<file path="src/rtl/reg_move_seq.sv">
// Register-move sequencer: accepts one command at a time and drives the
// register file strobe sequence for NOP/MOV/LDI/INC/DEC/SWAP/MOVU/RD.
module reg_move_seq (
  input  logic        clk,
  input  logic        rst,
  input  logic        cmd_valid,
  output logic        cmd_ready,
  input  logic [2:0]  cmd_op,
  input  logic [5:0]  cmd_src,
  input  logic [5:0]  cmd_dst,
  input  logic [15:0] cmd_imm,
  input  logic [15:0] rf_dout,
  output logic [15:0] rf_din,
  output logic [5:0]  rf_id,
  output logic        rf_read,
  output logic        rf_readu,
  output logic        rf_write,
  output logic        rf_writeu,
  output logic        rf_inc,
  output logic        rf_dec,
  output logic        done,
  output logic [15:0] result
);

  localparam logic [2:0] OP_NOP  = 3'b000;
  localparam logic [2:0] OP_MOV  = 3'b001;
  localparam logic [2:0] OP_LDI  = 3'b010;
  localparam logic [2:0] OP_INC  = 3'b011;
  localparam logic [2:0] OP_DEC  = 3'b100;
  localparam logic [2:0] OP_SWAP = 3'b101;
  localparam logic [2:0] OP_MOVU = 3'b110;
  localparam logic [2:0] OP_RD   = 3'b111;

  typedef enum logic [2:0] {
    IDLE, RD1, RD2, WR1, WR2, STEP, DONE
  } state_t;

  state_t      state, state_nxt;
  logic [2:0]  op;
  logic [5:0]  src, dst;
  logic [15:0] imm, temp_a, temp_b;

  // Strobes are decoded from state only, so reset clears them immediately.
  always_comb begin
    state_nxt = state;
    rf_id     = '0;
    rf_din    = '0;
    rf_read   = 1'b0;
    rf_readu  = 1'b0;
    rf_write  = 1'b0;
    rf_writeu = 1'b0;
    rf_inc    = 1'b0;
    rf_dec    = 1'b0;
    case (state)
      IDLE: begin
        if (cmd_valid) begin
          case (cmd_op)
            OP_NOP:                          state_nxt = DONE;
            OP_MOV, OP_MOVU, OP_RD, OP_SWAP: state_nxt = RD1;
            OP_LDI:                          state_nxt = WR1;
            default:                         state_nxt = STEP;
          endcase
        end
      end
      RD1: begin
        rf_id = src;
        if (op == OP_MOVU) rf_readu = 1'b1;
        else               rf_read  = 1'b1;
        if (op == OP_RD)        state_nxt = DONE;
        else if (op == OP_SWAP) state_nxt = RD2;
        else                    state_nxt = WR1;
      end
      RD2: begin
        rf_id     = dst;
        rf_read   = 1'b1;
        state_nxt = WR1;
      end
      WR1: begin
        rf_id  = dst;
        rf_din = (op == OP_LDI) ? imm : temp_a;
        if (op == OP_MOVU) rf_writeu = 1'b1;
        else               rf_write  = 1'b1;
        state_nxt = (op == OP_SWAP) ? WR2 : DONE;
      end
      WR2: begin
        rf_id     = src;
        rf_din    = temp_b;
        rf_write  = 1'b1;
        state_nxt = DONE;
      end
      STEP: begin
        rf_id = dst;
        if (op == OP_INC) rf_inc = 1'b1;
        else              rf_dec = 1'b1;
        state_nxt = DONE;
      end
      default: state_nxt = IDLE;
    endcase
  end

  assign cmd_ready = (state == IDLE);
  assign done      = (state == DONE);

  always_ff @(posedge clk or posedge rst) begin
    if (rst) begin
      state  <= IDLE;
      op     <= OP_NOP;
      src    <= '0;
      dst    <= '0;
      imm    <= '0;
      temp_a <= '0;
      temp_b <= '0;
      result <= '0;
    end else begin
      state <= state_nxt;
      if (state == IDLE && cmd_valid) begin
        op  <= cmd_op;
        src <= cmd_src;
        dst <= cmd_dst;
        imm <= cmd_imm;
      end
      if (state == RD1) temp_a <= rf_dout;
      if (state == RD2) temp_b <= rf_dout;
      // RD finishes straight from RD1, so its result bypasses temp_a.
      if (state == RD1 && op == OP_RD) result <= rf_dout;
      if (state == WR1 && state_nxt == DONE) result <= (op == OP_LDI) ? imm : temp_a;
      if (state == WR2) result <= temp_a;
    end
  end

endmodule

</file>
<file path="config.mk">
export PLATFORM = sky130hd
export DESIGN_NAME = reg_move_seq
export DESIGN_NICKNAME = d
export VERILOG_FILES = /design/src/rtl/reg_move_seq.sv
export SDC_FILE = /design/constraint.sdc
export NUM_CORES = 1
export LEC_CHECK = 0
export ABC_AREA = 1
export BUFFER_PORTS_ARGS = -buffer_cell sky130_fd_sc_hd__buf_2
export CAP_MARGIN = 0
export CORE_ASPECT_RATIO = 2
export CORE_MARGIN = 1
export CORE_UTILIZATION = 45
export DETAILED_ROUTE_END_ITERATION = 10
export PLACE_DENSITY = 0.67
export SYNTH_ARGS = -nofsm -noshare
export SYNTH_HDL_FRONTEND = slang
export SYNTH_SLANG_ARGS = --single-unit
</file>
<file path="constraint.sdc">
create_clock -name clk -period 6.5 [get_ports clk]
set_clock_uncertainty 0.2 [all_clocks]
set_input_delay 0.975 -clock clk [delete_from_list [all_inputs] [get_ports clk]]
set_output_delay 0.975 -clock clk [all_outputs]
set_load 0.05 [all_outputs]
</file>
Word level (Yosys, flattened, before mapping)
Index checks and enable logic that the tools add are counted.

Bits in registers: 82. Latch bits: 0. Word-level logic and storage cells: 57. Memories kept: 0. Bits in read-only memories: 0. Bits of input ports: 50. Output and inout port bits: 46. Memory bits (writable): 0.

Multiplexer cells: 22. Shift operators: 0. $add $sub $neg: 0. Reduce and logical (&&, ||, !) cells: 10. Multipliers: 0. Bitwise gates (word level): 0. Div/mod/pow operators: 0. Eq/ne operators: 17. $lt $le $gt $ge: 0.

Operator list (count): $mux 16 (4); $pmux 16 s2 (1); $eq 3x3->1 const B (10); $eq 3x2->1 const B (5); $pmux 3 s5 (1); $pmux 6 s2 (1); $mux 1 (9); $pmux 3 s3 (1); $eq 3x1->1 const B (2); $logic_not 3->1 (2); $mux 3 (2); $pmux 1 s2 (2); $reduce_or 2->1 (2); $reduce_or 4->1 (1); $logic_and 1x1->1 (3); $reduce_bool 3->1 (1); $reduce_or 3->1 (1); $mux 2 (1).

Longest topological paths before layout
Gate-level depths: netlist of the first run.

Depth after elaboration: 9. Gate-level depth with buffers: 10. Gate-level depth less buffers: 7.

Least setup slack after synthesis of the first run
OpenSTA, ideal clock, no wires.

Kind: register -> output. From: register state[1]. To: output port rf_inc. Buffers on the path: 0. Cell stages (with the launch flop): 4. Slack: 3.225 ns. Data required time: 5.325 ns. Data arrival time: 2.100 ns. Cell sequence: dfrtp_1 inv_2 nand3_1 nor4_1.

Word-level cells in the longest chain between the ends: 2.

RTL lines: from (decl) (RTL line 38) `state_t state, state_nxt;`; from (signal assigned) (RTL line 115) `state <= state_nxt;`; $eq 3x3->1 (RTL line 54) `case (state)`; $mux 1 (RTL line 54); to (decl) (RTL line 19) `output logic rf_inc,`.

No other way between the ends.

Final worst setup path of the first run
From: register state[0]. To: output port rf_din[4].

Word-level cells in the longest chain between the ends: 2. Elaborated cells between the ends (all ways): 3. Those cells by class: 2 x eq/ne; 1 x mux.

RTL lines: $eq 3x3->1 / $eq 3x2->1 (equally long branches) (RTL line 54); $pmux 16 s2 (*) (RTL line 54); to (decl) (RTL line 13) `output logic [15:0] rf_din,`.

Every way passes the cells marked *; elsewhere a longest branch is shown, timed or not.

==> results of run 1 <==
## path summary, 6_finish.rpt
check                                         from  cells after the start               endpoint  slack [ps]
worst max-delay path            state[0]$_DFF_PP0_                      6              rf_din[4]        2460
worst min-delay path            imm[7]$_DFFE_PP0P_                      2     imm[7]$_DFFE_PP0P_         260
worst max register to register  state[0]$_DFF_PP0_                      7  result[5]$_DFFE_PP0P_        3790
worst min register to register  imm[7]$_DFFE_PP0P_                      2     imm[7]$_DFFE_PP0P_         260
max in group asynchronous                      rst                      3  temp_b[3]$_DFFE_PP0N_        4660
min in group asynchronous                      rst                      3    imm[13]$_DFFE_PP0P_         750
## worst reg2reg max path, cell delays in order, from the launching register on
cell     delay (ps)
dfrtp_1         510
nand2_1         110
nor2_2          630
nand2_2         620
a21oi_1         310
nand2_1          70
nand2_1          90
nand2_1          50
## metrics by stage
stage,worst slack [ps],total power [W]
2_1_floorplan,3220,0.00214
3_3_place_gp,2930,0.00245
3_5_place_dp,2810,0.00249
4_1_cts,2440,0.00295
5_1_grt,2180,0.00316
6_report,2460,0.00294
## routing by layer
layer  track usage (%)  share of wire, %
met1              28.5                41
met3              4.14               4.3
met4              9.89               1.9
met2              41.1                53
met5                 0                 0
## sequential cells by signal (all words and copies together) (netlist names)
| signal | cells |
|---|---|
| dst | 6 |
| imm | 16 |
| op | 3 |
| result | 16 |
| src | 6 |
| state | 3 |
| temp_a | 16 |
| temp_b | 16 |
## cell families after synthesis
logic type / count (synthesis) / synth area share [%]
DFF: 82 / 48.7
AOI/OAI and AO/OA: 83 / 10.7
and+or+nand+nor: 328 / 33.2
buffers and inverters: 74 / 7.45
## layout make-up
type / count / share of cell area [%]
Clock buffer: 13 / 5.25
Tap cell: 102 / 2.57
Timing Repair Buffer: 97 / 9.89
Inverter: 46 / 3.51
Multi-Input combinational cell: 411 / 37.4
Sequential cell: 82 / 41.4
## power by group through the flow
stage                     sequential [W]  combinational (W)  clock, W
after floorplan                  0.00106            0.00109         0
after global placement          0.000919            0.00153         0
after detailed placement        0.000934            0.00155         0
after CTS                       0.000927            0.00156  0.000467
after global routing            0.000960            0.00171  0.000484
final                           0.000928            0.00155  0.000455
## layout by cell type (no fill, tap or decap), types with 2 or more instances in the layout
master     instances
nand4_1            3
inv_1             41
clkbuf_1           2
clkbuf_16          9
buf_4              2
inv_2              3
nor2_2             4
o21ai_0           41
nor2_1            20
nand2_4            2
buf_2             95
nand3_1           38
nand3_2            2
dfrtp_1           82
nand2_1          237
nand2_2            2
a22o_1             6
nand3b_1          16
a21oi_1           32
clkbuf_8           2
==> results.py, run 1 <==
metrics = {
    "clock_network": {
        "cts_sinks": 82,
        "cts_tree": "built",
        "cts.clk_slew.worst_paths_ps": 60,
        "cts_made_buffers": 9,
        "post_cts_buffers": 0,
        "cts-root-buf": "clkbuf_16",
        "ctsHoldBuffers": 0,
        "cts-resized-gates": 0,
        "clk_path_buf_depth": 2,
        "htree_levels": 3,
        "clk_latency_ps": 330,
    },
    "final_layout": {
        "fillCellCount": 920,
        "layout-drive-gt1-share_pct": 19.3,
        "syn2layout_area_growth_pct": 17.6,
        "regArea_mm2": 0.00205,
        "fin_cells": 751,
        "post-route-util_pct": 55.0,
        "multiInputGateArea_mm2": 0.00185,
        "final_area_mm2": 0.00496,
        "n_antenna_cell": 0,
        "nets": 697,
    },
    "placed_design": {
        "dpl.cell_count": 738,
        "placed_area_mm2": 0.00470,
        "dpl.hpwl_mm": 7.71,
        "place_congestion": 0.823,
        "port-buffer-count": 95,
    },
    "drt": {
        "drc": 0,
        "via_per_inst": 5.17,
        "first_pass_iters": 4,
        "wl_mm": 10.9,
        "drtIter0Drc": 294,
        "via_count": 3884,
        "detail-route-antenna-nets": 0,
        "wl_per_cell_um": 14.5,
    },
    "worst_setup_path": {
        "critical-path-max-stage-delay_ps": 970,
        "crit_required_ps": 5320,
        "criticalPathCategory": "register to primary output",
        "cp_data_arrival_time_ps": 2870,
        "crit_slowest_cell": "inv_1",
        "worst-path-max-fanout": 32,
        "crit_family": "buffers and inverters",
        "setup.worst_path.start_class": "register",
        "cp_common_cell": "nand2_1",
        "critPathCaptureType": "primary output",
        "crit_buf_inv": 2,
        "path_cells": "nor2_2 > nand2_1 > inv_1 > nand2_1 > nand2_1 > buf_2",
    },
    "power_and_ir_drop": {
        "ir_drop_mv": 0.405,
        "clkPwrFrac_pct": 15.5,
        "switching_power_w": 0.00150,
        "p_int_w": 0.00144,
        "pwr-share-seq_pct": 31.6,
        "switching_share_pct": 50.9,
        "power_density_mw_per_mm2": 592,
        "pwr-share-comb_pct": 52.9,
        "leakage_nw": 2.80,
    },
    "synth": {
        "synth_top_cell_area_share_pct": 48.7,
        "synthTopCellsByCount": "nand2_1 (237), dfrtp_1 (82), inv_1 (42)",
        "async_flop_share_pct": 100,
        "yosys.cell_types.count": 29,
        "ys_seq_area_share_pct": 48.7,
        "yosysMostFrequentCell": "nand2_1",
        "synth_area_leader_cell": "dfrtp_1",
        "ys_top_cells_by_area": "dfrtp_1 (49%), nand2_1 (21%), o21ai_0 (4.9%)",
        "avgSynthCellArea_um2": 7.44,
        "syn_area_mm2": 0.00422,
        "synth_seq_cells": 82,
        "syn-num-nets": 617,
        "synth_ff_type": "dfrtp_1",
        "synth_edf_count": 0,
        "synth_cells": 567,
        "yosys_warnings": 0,
    },
    "floorplanning": {
        "rows": 49,
        "pin_count": 96,
        "die_h_um": 139,
        "die_w_um": 70.5,
        "die_area_mm2": 0.00979,
        "initial_core_util_pct": 46.8,
        "core-area_mm2": 0.00901,
    },
    "global_routing": {
        "antenna_found_initial": 0,
        "gr-total-overflow": 0,
        "grt_max_degree": 83,
        "grt_pass1_vias": 3949,
        "grt_pass1_wl_mm": 18.4,
        "grt.total_usage_pct": 23.7,
    },
    "timing": {
        "setup_viol": 0,
        "post-route-period-util_pct": 62.2,
        "layout_min_cycle_time_ps": 4040,
        "slew_viol_final": 0,
        "rsz0062_at_grt": "no",
        "hold-worst-slack_ps": 264,
        "final.setup.tns_ps": 0,
        "hold_viol_final": 0,
        "relSlewSlack_pct": 28.7,
        "max_freq_ghz": 0.247,
        "tightest_slew_ps": 1070,
    },
    "run": {
        "drv_cap": 0,
    },
    "hold_path": {
        "hold_path.class": "register to register",
    },
    "run_status": {
        "status": "finished clean",
    },
}
No activity file was read; power rests on OpenSTA's default activity.
==> inputs of run 2 (changes only) <==
Settings changed: ABC_AREA 1 to 0.
Clock period 6.5 ns to 4.2 ns, I/O delays scaled along.
==> results.py, run 2 <==
metrics = {
    "run_status": {
        "status": "finished clean",
    },
    "floorplanning": {
        "die_h_um": 139,
        "pin_count": 96,
        "core-area_mm2": 0.00901,
        "rows": 49,
        "die_area_mm2": 0.00977,
        "initial_core_util_pct": 46.7,
        "die_w_um": 70.4,
    },
    "synth": {
        "synth_seq_cells": 82,
        "yosys.cell_types.count": 36,
        "synth_edf_count": 0,
        "yosys_warnings": 0,
        "async_flop_share_pct": 100,
        "syn-num-nets": 417,
        "synthTopCellsByCount": "dfrtp_1 (82), mux2_2 (76), nand2_1 (29)",
        "synth_ff_type": "dfrtp_1",
        "avgSynthCellArea_um2": 11.5,
        "syn_area_mm2": 0.00421,
        "ys_top_cells_by_area": "dfrtp_1 (49%), mux2_2 (20%), a32o_1 (3.8%)",
        "yosysMostFrequentCell": "dfrtp_1",
        "synth_area_leader_cell": "dfrtp_1",
        "ys_seq_area_share_pct": 48.7,
        "synth_cells": 367,
        "synth_top_cell_area_share_pct": 48.7,
    },
    "clock_network": {
        "clk_path_buf_depth": 2,
        "cts-resized-gates": 0,
        "cts_sinks": 82,
        "cts_made_buffers": 9,
        "cts-root-buf": "clkbuf_16",
        "htree_levels": 3,
        "cts_tree": "built",
        "ctsHoldBuffers": 0,
        "cts.clk_slew.worst_paths_ps": 60,
        "clk_latency_ps": 330,
        "post_cts_buffers": 0,
    },
    "global_routing": {
        "grt_pass1_vias": 3430,
        "grt.total_usage_pct": 22.6,
        "grt_max_degree": 55,
        "grt_pass1_wl_mm": 17.2,
        "antenna_found_initial": 0,
        "gr-total-overflow": 0,
    },
    "worst_setup_path": {
        "r2r_cells": 4,
        "critical-path-max-stage-delay_ps": 720,
        "critPathCaptureType": "primary output",
        "cp_data_arrival_time_ps": 2690,
        "worst-path-max-fanout": 32,
        "criticalPathCategory": "register to primary output",
        "crit_required_ps": 3370,
        "timing.rr.start": "state[0]$_DFF_PP0_",
        "r2r_end": "result[11]$_DFFE_PP0P_",
        "setup.worst_path.start_class": "register",
        "crit_slowest_cell": "nor2b_4",
        "r2r_slack_ps": 1140,
        "path_cells": "and2b_1 > nor2b_4 > a32o_1 > buf_2",
    },
    "final_layout": {
        "syn2layout_area_growth_pct": 18.7,
        "final_common_cell": "buf_2",
        "multiInputGateArea_mm2": 0.00199,
        "layout-drive-gt1-share_pct": 44.5,
        "most-common-layout-cells": "buf_2 (95), dfrtp_1 (82), mux2_2 (76)",
        "nets": 500,
        "fillCellCount": 817,
        "regArea_mm2": 0.00205,
        "n_antenna_cell": 0,
    },
    "timing": {
        "max_freq_ghz": 0.284,
        "layout_min_cycle_time_ps": 3520,
        "rsz0062_at_grt": "no",
        "setup_viol": 0,
        "post-route-period-util_pct": 83.7,
        "slew_viol_final": 0,
        "setup_ws_ps": 684,
        "hold_viol_final": 0,
        "relSlewSlack_pct": 36.4,
        "final.setup.tns_ps": 0,
        "tightest_slew_ps": 955,
    },
    "drt": {
        "drtIter0Drc": 161,
        "via_count": 3279,
        "wl_mm": 10.7,
        "detail-route-antenna-nets": 0,
        "drc": 0,
        "first_pass_iters": 4,
        "via_per_inst": 5.90,
        "wl_per_cell_um": 19.2,
    },
    "power_and_ir_drop": {
        "power_density_mw_per_mm2": 962,
        "ir_drop_mv": 0.632,
        "leakage_nw": 2.17,
    },
    "placed_design": {
        "place_congestion": 0.776,
        "place_ws_ps": 1080,
        "dpl.hpwl_mm": 7.55,
        "port-buffer-count": 95,
    },
    "hold_path": {
        "hold_path.class": "input port to asynchronous set/reset pin",
    },
    "run": {
        "drv_cap": 0,
    },
}
[run 2: cell count changes after synthesis, sizes merged, moves of 16 or more]
cell	previous run	this run
nand2	241	29
mux2	0	79
inv	45	2
nand3	40	2
o21ai	42	11
a21oi	33	6
nor3	1	19
a31oi	1	17
a32o	0	16
o211ai	0	16
o21bai	0	16
[run 2: logic make-up (layout without fill, tap and decap cells)]
group                  Yosys count  count (layout)  share of synthesized area, %
AO/OA/AOI/OAI                   85              85                          14.9
flip-flops                      82              82                          48.7
AND/OR/NAND/NOR                 79              79                          9.42
multiplexers                    84              84                          22.3
XOR/XNOR                         1               1                         0.208
buffers and inverters           36             123                          4.46
[run 2: worst max-delay path by stage]
stage	startpoint	endpoint	slack, ps
final	state[0]$_DFF_PP0_	rf_din[4]	680
after global routing	state[0]$_DFF_PP0_	rf_din[2]	570
after CTS	state[0]$_DFF_PP0_	rf_din[4]	710
after detailed placement	state[0]$_DFF_PP0_	rf_din[4]	1080
after global placement	state[2]$_DFF_PP0_	rf_din[2]	1130
after floorplan	state[2]$_DFF_PP0_	rf_inc	1150
[run 2: stage by stage]
step	utilization, %	std cells	area (um^2)	power (W)	hold WS [ps]
finish	55.5	556	5000	0.00481	265
global route	55.5	556	5000	0.00507	329
CTS	55.5	556	5000	0.00484	307
detailed placement	52.7	541	4750	0.00414	294
global placement	52.7	541	4750	0.00406	289
floorplan	-	367	4210	0.00355	274
[run 2: cell type report]
| type | count | share of cell area (%) |
|---|---|---|
| timing repair buffer | 106 | 11.4 |
| clock inverter | 3 | 0.350 |
| tap | 102 | 2.55 |
| inverter | 2 | 0.175 |
| clock buffer | 12 | 4.73 |
| sequential | 82 | 41.0 |
| multi-input combinational | 249 | 39.7 |
[run 2: power breakdown]
group | leakage, nW | total [W] | switching (W) | internal [W]
registers | 0.952 | 0.00154 | 0.000345 | 0.00120
clock network | 0.122 | 0.000691 | 0.000296 | 0.000395
logic | 1.10 | 0.00258 | 0.00162 | 0.000956
[run 2: layer usage]
layer	global-route usage (%)	wire, um	up-vias
li1	-	-	1518
met1	25.9	4080	1621
met2	40.0	5840	122
met3	3.49	470	18
met4	10.8	269	0
met5	0	0	-
[run 2: worst max-delay path: cells and delay by family, from the launching register on]
kind            cells  cell delay (ps)
simple gates        2             1200
flops               1              630
buf+inv             1              270
compound gates      1              240
==> inputs of run 3 (changes only) <==
Clock period 4.2 ns to 3.5 ns, I/O delays scaled along.
==> results.py, run 3 (synthesis results as in run 2) <==
metrics = {
    "floorplanning": {
        "pin_count": 96,
        "rows": 49,
        "die_w_um": 70.4,
        "initial_core_util_pct": 46.7,
        "die_h_um": 139,
        "die_area_mm2": 0.00977,
        "core-area_mm2": 0.00901,
    },
    "run": {
        "drv_cap": 0,
    },
    "drt": {
        "wl_mm": 10.6,
        "drtIter0Drc": 230,
        "detail-route-antenna-nets": 0,
        "drc": 0,
        "first_pass_iters": 4,
        "via_count": 3267,
        "via_per_inst": 5.85,
        "wl_per_cell_um": 19.0,
    },
    "clock_network": {
        "cts-resized-gates": 0,
        "post_cts_buffers": 0,
        "htree_levels": 3,
        "cts_tree": "built",
        "clk_latency_ps": 330,
        "cts.clk_slew.worst_paths_ps": 60,
        "cts-root-buf": "clkbuf_16",
        "cts_made_buffers": 9,
        "ctsHoldBuffers": 0,
        "cts_sinks": 82,
        "clk_path_buf_depth": 2,
    },
    "worst_setup_path": {
        "worst-path-max-fanout": 48,
        "r2r_cells": 4,
        "r2r_end": "result[9]$_DFFE_PP0P_",
        "critPathCaptureType": "primary output",
        "path_cells": "and2b_1 > nor2b_4 > buf_12 > a32o_1 > buf_2",
        "timing.rr.start": "state[2]$_DFF_PP0_",
        "setup.worst_path.start_class": "register",
        "crit_family": "flip-flops",
        "startpoint": "state[2]$_DFF_PP0_",
        "cp-endpoint": "rf_din[4]",
        "crit_required_ps": 2770,
        "critical-path-max-stage-delay_ps": 740,
        "crit_slowest_cell": "dfrtp_1",
        "cp.depth": 5,
        "cp_data_arrival_time_ps": 2410,
        "r2r_slack_ps": 810,
        "criticalPathCategory": "register to primary output",
        "crit_buf_inv": 2,
    },
    "final_layout": {
        "fin_cells": 558,
        "final_area_mm2": 0.00506,
        "fillCellCount": 803,
        "most-common-layout-cells": "buf_2 (95), dfrtp_1 (82), mux2_2 (76)",
        "syn2layout_area_growth_pct": 20.3,
        "layout-drive-gt1-share_pct": 44.7,
        "n_antenna_cell": 0,
        "final_common_cell": "buf_2",
        "nets": 501,
    },
    "placed_design": {
        "port-buffer-count": 95,
        "place_congestion": 0.775,
        "placed_area_mm2": 0.00477,
        "dpl.cell_count": 542,
        "dpl.hpwl_mm": 7.37,
    },
    "hold_path": {
        "hold_path.class": "input port to asynchronous set/reset pin",
    },
    "timing": {
        "rsz0062_at_grt": "no",
        "post-route-period-util_pct": 89.5,
        "max_freq_ghz": 0.319,
        "tightest_slew_ps": 827,
        "setup_viol": 0,
        "relSlewSlack_pct": 44.8,
        "hold_viol_final": 0,
        "final.setup.tns_ps": 0,
        "layout_min_cycle_time_ps": 3130,
        "slew_viol_final": 0,
    },
    "power_and_ir_drop": {
        "leakage_nw": 2.21,
        "ir_drop_mv": 0.659,
        "power_density_mw_per_mm2": 1170,
    },
    "global_routing": {
        "grt_pass1_wl_mm": 17.1,
        "grt_pass1_vias": 3384,
        "antenna_found_initial": 0,
        "grt_max_degree": 49,
        "gr-total-overflow": 0,
        "grt.total_usage_pct": 22.7,
    },
    "run_status": {
        "status": "finished clean",
    },
}
## run 3: where the power goes
part           internal, W  leakage [nW]  switching, W
clock network     0.000591         0.147      0.000362
registers          0.00144         0.952      0.000395
logic              0.00116          1.11       0.00196
total              0.00319          2.21       0.00272
## run 3: worst min-delay path by stage
stage	startpoint	end	slack, ps	depth (start not counted)
after floorplan	dst[5]$_DFFE_PP0P_	dst[5]$_DFFE_PP0P_	270	1
after global placement	temp_b[11]$_DFFE_PP0N_	temp_b[11]$_DFFE_PP0N_	290	1
after detailed placement	temp_b[2]$_DFFE_PP0N_	temp_b[2]$_DFFE_PP0N_	300	1
after CTS	rst	imm[4]$_DFFE_PP0P_	150	2
after global routing	rst	op[2]$_DFFE_PP0P_	180	2
final	rst	temp_b[1]$_DFFE_PP0N_	130	2
## run 3: metrics by stage
step | worst slack [ps] | utilization (%) | power, W | hold slack [ps]
floorplan | 550 | - | 0.00426 | 274
global placement | 804 | 52.9 | 0.00487 | 289
detailed placement | 731 | 52.9 | 0.00497 | 299
CTS | 374 | 56.2 | 0.00594 | 147
global route | 242 | 56.2 | 0.00622 | 183
finish | 367 | 56.2 | 0.00591 | 127
## run 3: final cells by class
| cell class | instances | area [um^2] | share of cell area, % |
|---|---|---|---|
| Clock buffer | 14 | 264 | 5.21 |
| Tap cell | 102 | 128 | 2.52 |
| Multi-Input combinational cell | 249 | 1990 | 39.2 |
| Clock inverter | 2 | 35.0 | 0.692 |
| Timing Repair Buffer | 107 | 591 | 11.7 |
| Sequential cell | 82 | 2050 | 40.5 |
| Inverter | 2 | 8.76 | 0.173 |
## run 3: layer usage
metal | GRT usage, % | vias to the layer above | share of wire, %
li1 | - | 1526 | -
met3 | 4.80 | 17 | 4.6
met5 | 0 | - | 0
met1 | 25.7 | 1633 | 38
met4 | 8.00 | 0 | 1.8
met2 | 41.2 | 91 | 55
## run 3: worst register-to-register path: stages, from the launching register on
cell and delay (ps):
dfrtp_1 600, nand3b_2 620, o22ai_4 310, nand2b_1 590
a31oi_1 200
